<file path="config.mk">
export PLATFORM = sky130hd
export DESIGN_NAME = i2s_receiver
export DESIGN_NICKNAME = d
export VERILOG_FILES = /design/src/rtl/audio_pkg.sv /design/src/rtl/sync_edge.sv /design/src/rtl/i2s_receiver.sv
export SDC_FILE = /design/constraint.sdc
export NUM_CORES = 1
export LEC_CHECK = 0
export CAP_MARGIN = 20
export CORE_AREA = 2 2 70 89
export DETAILED_ROUTE_END_ITERATION = 6
export DIE_AREA = 0 0 72 91
export GPL_ROUTABILITY_DRIVEN = 1
export GPL_TIMING_DRIVEN = 0
export PLACE_DENSITY = 0.81
export SLEW_MARGIN = 40
export SYNTH_ARGS = -nofsm -noshare
export SYNTH_HDL_FRONTEND = slang
export SYNTH_SLANG_ARGS = --single-unit
</file>
<file path="constraint.sdc">
create_clock -name clk -period 4.34 [get_ports clk]
set_clock_uncertainty 0.05 [all_clocks]
set_input_delay 0.868 -clock clk [delete_from_list [all_inputs] [get_ports clk]]
set_output_delay 0.868 -clock clk [all_outputs]
set_load 0.01 [all_outputs]
</file>
<file path="src/rtl/audio_pkg.sv">
// Shared audio-subsystem types: receiver state encoding and sample width.
package audio_pkg;
  localparam int SAMPLE_WIDTH = 16;
  localparam int BIT_COUNT_W  = $clog2(SAMPLE_WIDTH + 1);

  typedef enum logic [1:0] {
    HUNT,
    RX_WORD,
    WAIT_EDGE
  } i2s_rx_state_t;
endpackage

</file>
<file path="src/rtl/sync_edge.sv">
// Two-flop synchronizer for one asynchronous pin with a registered falling-edge pulse.
module sync_edge (
  input  logic clk,
  input  logic rst,
  input  logic pin,
  output logic level,
  output logic fall
);
  logic sync_1;
  logic sync_2;
  logic sync_2_q;

  always_ff @(posedge clk) begin
    if (!rst) begin
      sync_1   <= 1'b0;
      sync_2   <= 1'b0;
      sync_2_q <= 1'b0;
      fall     <= 1'b0;
    end else begin
      sync_1   <= pin;
      sync_2   <= sync_1;
      sync_2_q <= sync_2;
      fall     <= sync_2_q & ~sync_2;
    end
  end

  assign level = sync_2;
endmodule

</file>
<file path="src/rtl/i2s_receiver.sv">
// Left-justified 16-bit serial audio receiver with a valid/ready pair output.
// Optional build macro I2S_RX_ERROR_COUNT_EN adds a saturating frame-error counter port.
//
// state     | meaning
// HUNT      | after reset, waiting for the first lrclk transition
// RX_WORD   | shifting in the bits of the current word
// WAIT_EDGE | word complete, waiting for lrclk to change
module i2s_receiver
  import audio_pkg::*;
(
  input  logic                    clk,
  input  logic                    rst,
  input  logic                    audio_bclk,
  input  logic                    audio_lrclk,
  input  logic                    audio_din,
  output logic [SAMPLE_WIDTH-1:0] o_left,
  output logic [SAMPLE_WIDTH-1:0] o_right,
  output logic                    o_valid,
  input  logic                    i_ready,
  output logic                    o_overflow,
  output logic                    o_frameError
`ifdef I2S_RX_ERROR_COUNT_EN
  ,
  output logic [15:0]             o_errorCount
`endif
);
  i2s_rx_state_t state, state_n;

  logic strike;
  logic lr_s;
  logic din_s;
  logic unused_bclk_level;
  logic unused_lr_fall;
  logic unused_din_fall;

  logic [SAMPLE_WIDTH-1:0] shift_q, shift_n;
  logic [SAMPLE_WIDTH-1:0] hold_l, hold_l_n;
  logic [SAMPLE_WIDTH-1:0] hold_r, hold_r_n;
  logic [SAMPLE_WIDTH-1:0] word;
  logic [SAMPLE_WIDTH-1:0] left_n, right_n;
  logic [BIT_COUNT_W-1:0]  bit_count, bit_count_n;
  logic prev_lr, prev_lr_n;
  logic seen, seen_n;
  logic left_have, left_have_n;
  logic lr_chg;
  logic pair_done;
  logic frame_err_n;
  logic valid_n;
  logic overflow_n;

  sync_edge u_sync_bclk (
    .clk   (clk),
    .rst   (rst),
    .pin   (audio_bclk),
    .level (unused_bclk_level),
    .fall  (strike)
  );

  sync_edge u_sync_lrclk (
    .clk   (clk),
    .rst   (rst),
    .pin   (audio_lrclk),
    .level (lr_s),
    .fall  (unused_lr_fall)
  );

  sync_edge u_sync_din (
    .clk   (clk),
    .rst   (rst),
    .pin   (audio_din),
    .level (din_s),
    .fall  (unused_din_fall)
  );

  always_ff @(posedge clk) begin
    if (!rst) begin
      state        <= HUNT;
      shift_q      <= '0;
      hold_l       <= '0;
      hold_r       <= '0;
      bit_count    <= '0;
      prev_lr      <= 1'b0;
      seen         <= 1'b0;
      left_have    <= 1'b0;
      o_left       <= '0;
      o_right      <= '0;
      o_valid      <= 1'b0;
      o_overflow   <= 1'b0;
      o_frameError <= 1'b0;
    end else begin
      state        <= state_n;
      shift_q      <= shift_n;
      hold_l       <= hold_l_n;
      hold_r       <= hold_r_n;
      bit_count    <= bit_count_n;
      prev_lr      <= prev_lr_n;
      seen         <= seen_n;
      left_have    <= left_have_n;
      o_left       <= left_n;
      o_right      <= right_n;
      o_valid      <= valid_n;
      o_overflow   <= overflow_n;
      o_frameError <= frame_err_n;
    end
  end

  // "seen" suppresses a false transition on the very first strike after reset.
  assign lr_chg = seen && (lr_s != prev_lr);
  assign word   = {shift_q[SAMPLE_WIDTH-2:0], din_s};

  always_comb begin
    state_n     = state;
    shift_n     = shift_q;
    hold_l_n    = hold_l;
    hold_r_n    = hold_r;
    bit_count_n = bit_count;
    prev_lr_n   = prev_lr;
    seen_n      = seen;
    left_have_n = left_have;
    frame_err_n = 1'b0;
    pair_done   = 1'b0;

    if (strike) begin
      seen_n    = 1'b1;
      prev_lr_n = lr_s;
      unique case (state)
        HUNT: begin
          if (lr_chg) begin
            shift_n     = {{(SAMPLE_WIDTH-1){1'b0}}, din_s};
            bit_count_n = BIT_COUNT_W'(1);
            state_n     = RX_WORD;
          end
        end
        RX_WORD: begin
          if (lr_chg) begin
            frame_err_n = 1'b1;
            if (!prev_lr) left_have_n = 1'b0;
            shift_n     = {{(SAMPLE_WIDTH-1){1'b0}}, din_s};
            bit_count_n = BIT_COUNT_W'(1);
          end else begin
            shift_n     = word;
            bit_count_n = bit_count + BIT_COUNT_W'(1);
            if (bit_count == BIT_COUNT_W'(SAMPLE_WIDTH - 1)) begin
              state_n = WAIT_EDGE;
              if (!lr_s) begin
                hold_l_n    = word;
                left_have_n = 1'b1;
              end else if (left_have) begin
                hold_r_n    = word;
                left_have_n = 1'b0;
                pair_done   = 1'b1;
              end
            end
          end
        end
        WAIT_EDGE: begin
          if (lr_chg) begin
            shift_n     = {{(SAMPLE_WIDTH-1){1'b0}}, din_s};
            bit_count_n = BIT_COUNT_W'(1);
            state_n     = RX_WORD;
          end else begin
            frame_err_n = 1'b1;
          end
        end
        default: state_n = HUNT;
      endcase
    end

    left_n     = o_left;
    right_n    = o_right;
    valid_n    = o_valid & ~i_ready;
    overflow_n = o_overflow;
    // A pair completing on the handshake cycle replaces the one being consumed.
    if (pair_done) begin
      if (!o_valid || i_ready) begin
        left_n  = hold_l;
        right_n = hold_r_n;
        valid_n = 1'b1;
      end else begin
        overflow_n = 1'b1;
      end
    end
  end

`ifdef I2S_RX_ERROR_COUNT_EN
  always_ff @(posedge clk) begin
    if (!rst) begin
      o_errorCount <= '0;
    end else if (o_frameError && (o_errorCount != 16'hFFFF)) begin
      o_errorCount <= o_errorCount + 16'd1;
    end
  end
`endif
endmodule
</file>
==> metrics.md <==
| Metric | Value |
|---|---|
| Status | `finished, final reports clean` |
| Slew headroom | `0.663` |
| Static Leak | `1.45 nW` |
| CP required | `4.59 ns` |
| Clock buffer depth | `2` |
| Buf/Inv on CP | `4` |
| Hold Crit Depth | `1` |
| Fin nets | `406` |
| Leading area contributor after synthesis | `dfxtp_1` |
| Slowest cell on crit path | `clkdlybuf4s50_1` |
| Antenna viol nets, final | `0` |
| Cell repeated most along the worst path | `clkbuf_1` |
| Core Area | `0.00570 mm2` |
| Post-CTS Repair Setup Buffers | `0` |
| First-pass GRT wire length | `10.9 mm` |
| Fmax | `384 MHz` |
| Unrepaired setup endpoints after global routing | `no` |
| Cell family contributing the most delay on the critical path | `buffers and inverters` |
| Vias post-DR | `2485` |
| Main area contributors after synthesis | `dfxtp_1 53%, nand2_1 13%, mux2i_1 11%` |
| WL final | `6.64 mm` |
| Area delta synth->final | `22.6%` |
| # clock sinks | `84` |
| Clock group share of total power | `0.450` |
| Synthesized instance count | `347` |
| Crit-path max cell delay | `0.48 ns` |
| Critical path endpoint | `shift_q[14]` |
| Worst Max-Slew Pin Slew | `0.506 ns` |
| Count of cell types in the netlist | `38` |
| # IOs | `41` |
| Synth Area in Compound Gates | `0.113` |
| Cts hold-fix bufs | `0` |
| Total die area | `0.00655 mm2` |
| CTS Buf Count | `9` |
| P_int | `1.18 mW` |
| HP Class | `reg2reg` |
| Syn Std Cell Area | `0.00319 mm2` |
| Yosys reg bits | `84` |
| EDFF count, synth | `0` |
| Final HPWL from detailed placement | `4.70 mm` |
| FP Rows | `31` |
| Final Max Slew Viols | `0` |
| Post-layout util | `0.686` |
| Combinational family with the most area after synthesis | `simple AND/OR/NAND/NOR gates` |
| CTS HTree Levels | `3` |
| Final min period | `2.60 ns` |
| CP Max Fanout | `10` |
| DRC Markers | `0` |
| Syn Area/Cell | `9.20 um2` |
| CP Launch Type | `primary input` |
| DRT Pass-1 Iters | `4` |
| FILL cells | `455` |
| Sw Share | `0.200` |
| Reg2reg start | `bit_count[0]` |
| Worst-path clk slew | `0.08 ns` |
| Sequential share of the synthesized area | `0.527` |
| Worst hold slack | `0.370 ns` |
| DR WL/cell | `14.2 um` |
| Clk Latency, worst-skew pair | `0.36 ns` |
| Final Cell Area | `0.00391 mm2` |
| GRT Overall Usage | `0.216` |
| Critical path type | `in2reg` |
| # resized after CTS | `0` |
| Starting Density | `0.560` |
| Max VDD drop | `0.000350 V` |
| Total net switching power | `0.293 mW` |
| Cell Pwr Density | `375 mW/mm2` |
| GP Congestion | `0.827` |
| MaxCap Viol Count | `0` |
| Area of the multi-input gates | `0.00137 mm2` |
| FFs w/ async S/R, synth | `0` |
| Multiplexer share of the synthesized area | `0.107` |
| Worst R2R Setup Slack | `1.90 ns` |
| CP cell instances | `clkdlybuf4s50_1 > clkbuf_1 > inv_1 > nor2_1 > clkbuf_1 > a22o_1` |
| Post-placement cell area | `0.00367 mm2` |
| Post-Synth Adder-Cell Area | `0.00784` |
| Final hold viol count | `0` |
| Root Driver | `clkbuf_8` |
| Combinational power share | `0.022` |
| Most common flop cell mapped by yosys | `dfxtp_1` |
| Worst setup EP type | `register` |
| Largest net degree at the start of global routing | `14` |
| Register area | `0.00168 mm2` |
| Initial antenna violation count | `0` |
| Vert. Die Dim | `91 um` |
| Capturing point of the worst reg2reg path | `hold_l[15]` |
| Top post-synthesis cells by count | `107 x nand2_1, 84 x dfxtp_1, 34 x mux2i_1, 19 x a21oi_1, 19 x clkbuf_1` |
| TritonCTS clock tree | `done` |
| Sequential share of power | `0.528` |
| Gr ovfl total | `0` |
| Levels on crit path | `6` |
| Syn_nets | `355` |
| Antenna cells | `0` |
| Yosys top cell area share | `0.527` |
| I/O Buffers | `40` |
| Synth warn | `0` |
| Most numerous cell in the Yosys netlist | `nand2_1` |
| Vias/cell | `5.31` |
| DRT iter0 DRCs | `122` |
| Die width | `72 um` |
| Share of layout cells above drive strength 1 | `0.0672` |
| TNS Setup | `0 ns` |
| Vias in the first global route | `2365` |
| Final setup violation count | `0` |
| Period utilization | `0.600` |
| XOR/XNOR Fraction of Synth Area | `0.00510` |
| Simple logic cell fraction of the synthesized area | `0.197` |
| Worst R2R Path Depth | `8` |
| Crit path from | `rst` |
| Critical Path AT | `2.85 ns` |
-- state kept, by name, summed over array words and instances, names as in the netlist, 2 cells and up --
register,cells
hold_l,16
o_left,16
o_right,16
shift_q,15
bit_count,5
state,2
-- through the flow --
stage,cells,worst slack [ns],power [mW]
after floorplan,347,2.27,0.812
after global placement,453,1.45,0.824
after detailed placement,453,1.45,0.825
after CTS,468,1.78,1.48
after global routing,468,1.64,1.51
final,468,1.74,1.47
-- worst min-delay path by stage --
| stage | end | startpoint |
|---|---|---|
| after global routing | u_sync_din.level | u_sync_din.sync_1 |
| after global placement | u_sync_bclk.fall | u_sync_bclk.level |
| after CTS | u_sync_bclk.fall | u_sync_bclk.level |
| final | u_sync_bclk.fall | u_sync_bclk.level |
| after detailed placement | u_sync_bclk.fall | u_sync_bclk.level |
| after floorplan | u_sync_bclk.fall | u_sync_bclk.level |
-- layer usage --
| metal | global-route usage | wire length (um) |
|---|---|---|
| met2 | 0.356 | 3230 |
| met4 | 0.113 | 182 |
| met1 | 0.253 | 2990 |
| met3 | 0.0555 | 237 |
| met5 | 0 | 0 |
-- final cells by class --
| type | instances | area share |
|---|---|---|
| Multi-Input combinational cell | 232 | 0.350 |
| Clock buffer | 10 | 0.0352 |
| Clock inverter | 5 | 0.0256 |
| Buffer | 26 | 0.0307 |
| Tap cell | 66 | 0.0211 |
| Inverter | 5 | 0.00480 |
| Timing Repair Buffer | 40 | 0.102 |
| Sequential cell | 84 | 0.430 |
-- power groups by stage --
| stage | Clock [mW] | Sequential, mW | Combinational, mW |
|---|---|---|---|
| 6_report | 0.661 | 0.775 | 0.0324 |
| 5_1_grt | 0.702 | 0.775 | 0.0355 |
| 4_1_cts | 0.670 | 0.775 | 0.0324 |
| 3_5_place_dp | 0 | 0.793 | 0.0320 |
| 3_3_place_gp | 0 | 0.793 | 0.0314 |
| 2_1_floorplan | 0 | 0.793 | 0.0197 |
-- placed cells by master (no fill, tap or decap), types with 5 or more instances in the layout --
master,synthesis,layout
and2_1,8,8
nand2_1,107,107
clkbuf_1,19,19
dfxtp_1,84,84
a21oi_1,19,19
a22o_1,14,14
clkbuf_8,0,10
clkdlybuf4s50_1,0,40
inv_1,5,5
nor2_1,9,9
mux2i_1,34,34
o21ai_0,5,5
-- worst reg2reg max path, delay by kind of cell, from the launching register on --
kind	cells	cell delay, ns
flops	1	0.42
fa+ha+maj	2	0.37
simple gates	3	0.57
buf+inv	1	0.35
compound gates	2	0.59
-- cell families after synthesis --
family	count (synthesis)
XOR/XNOR	1
multiplexers	34
adder cells (fa/ha/maj)	2
AO/OA/AOI/OAI	50
flip-flops	84
buffers and inverters	31
AND/OR/NAND/NOR	145
(Power assumes the default switching activity.)
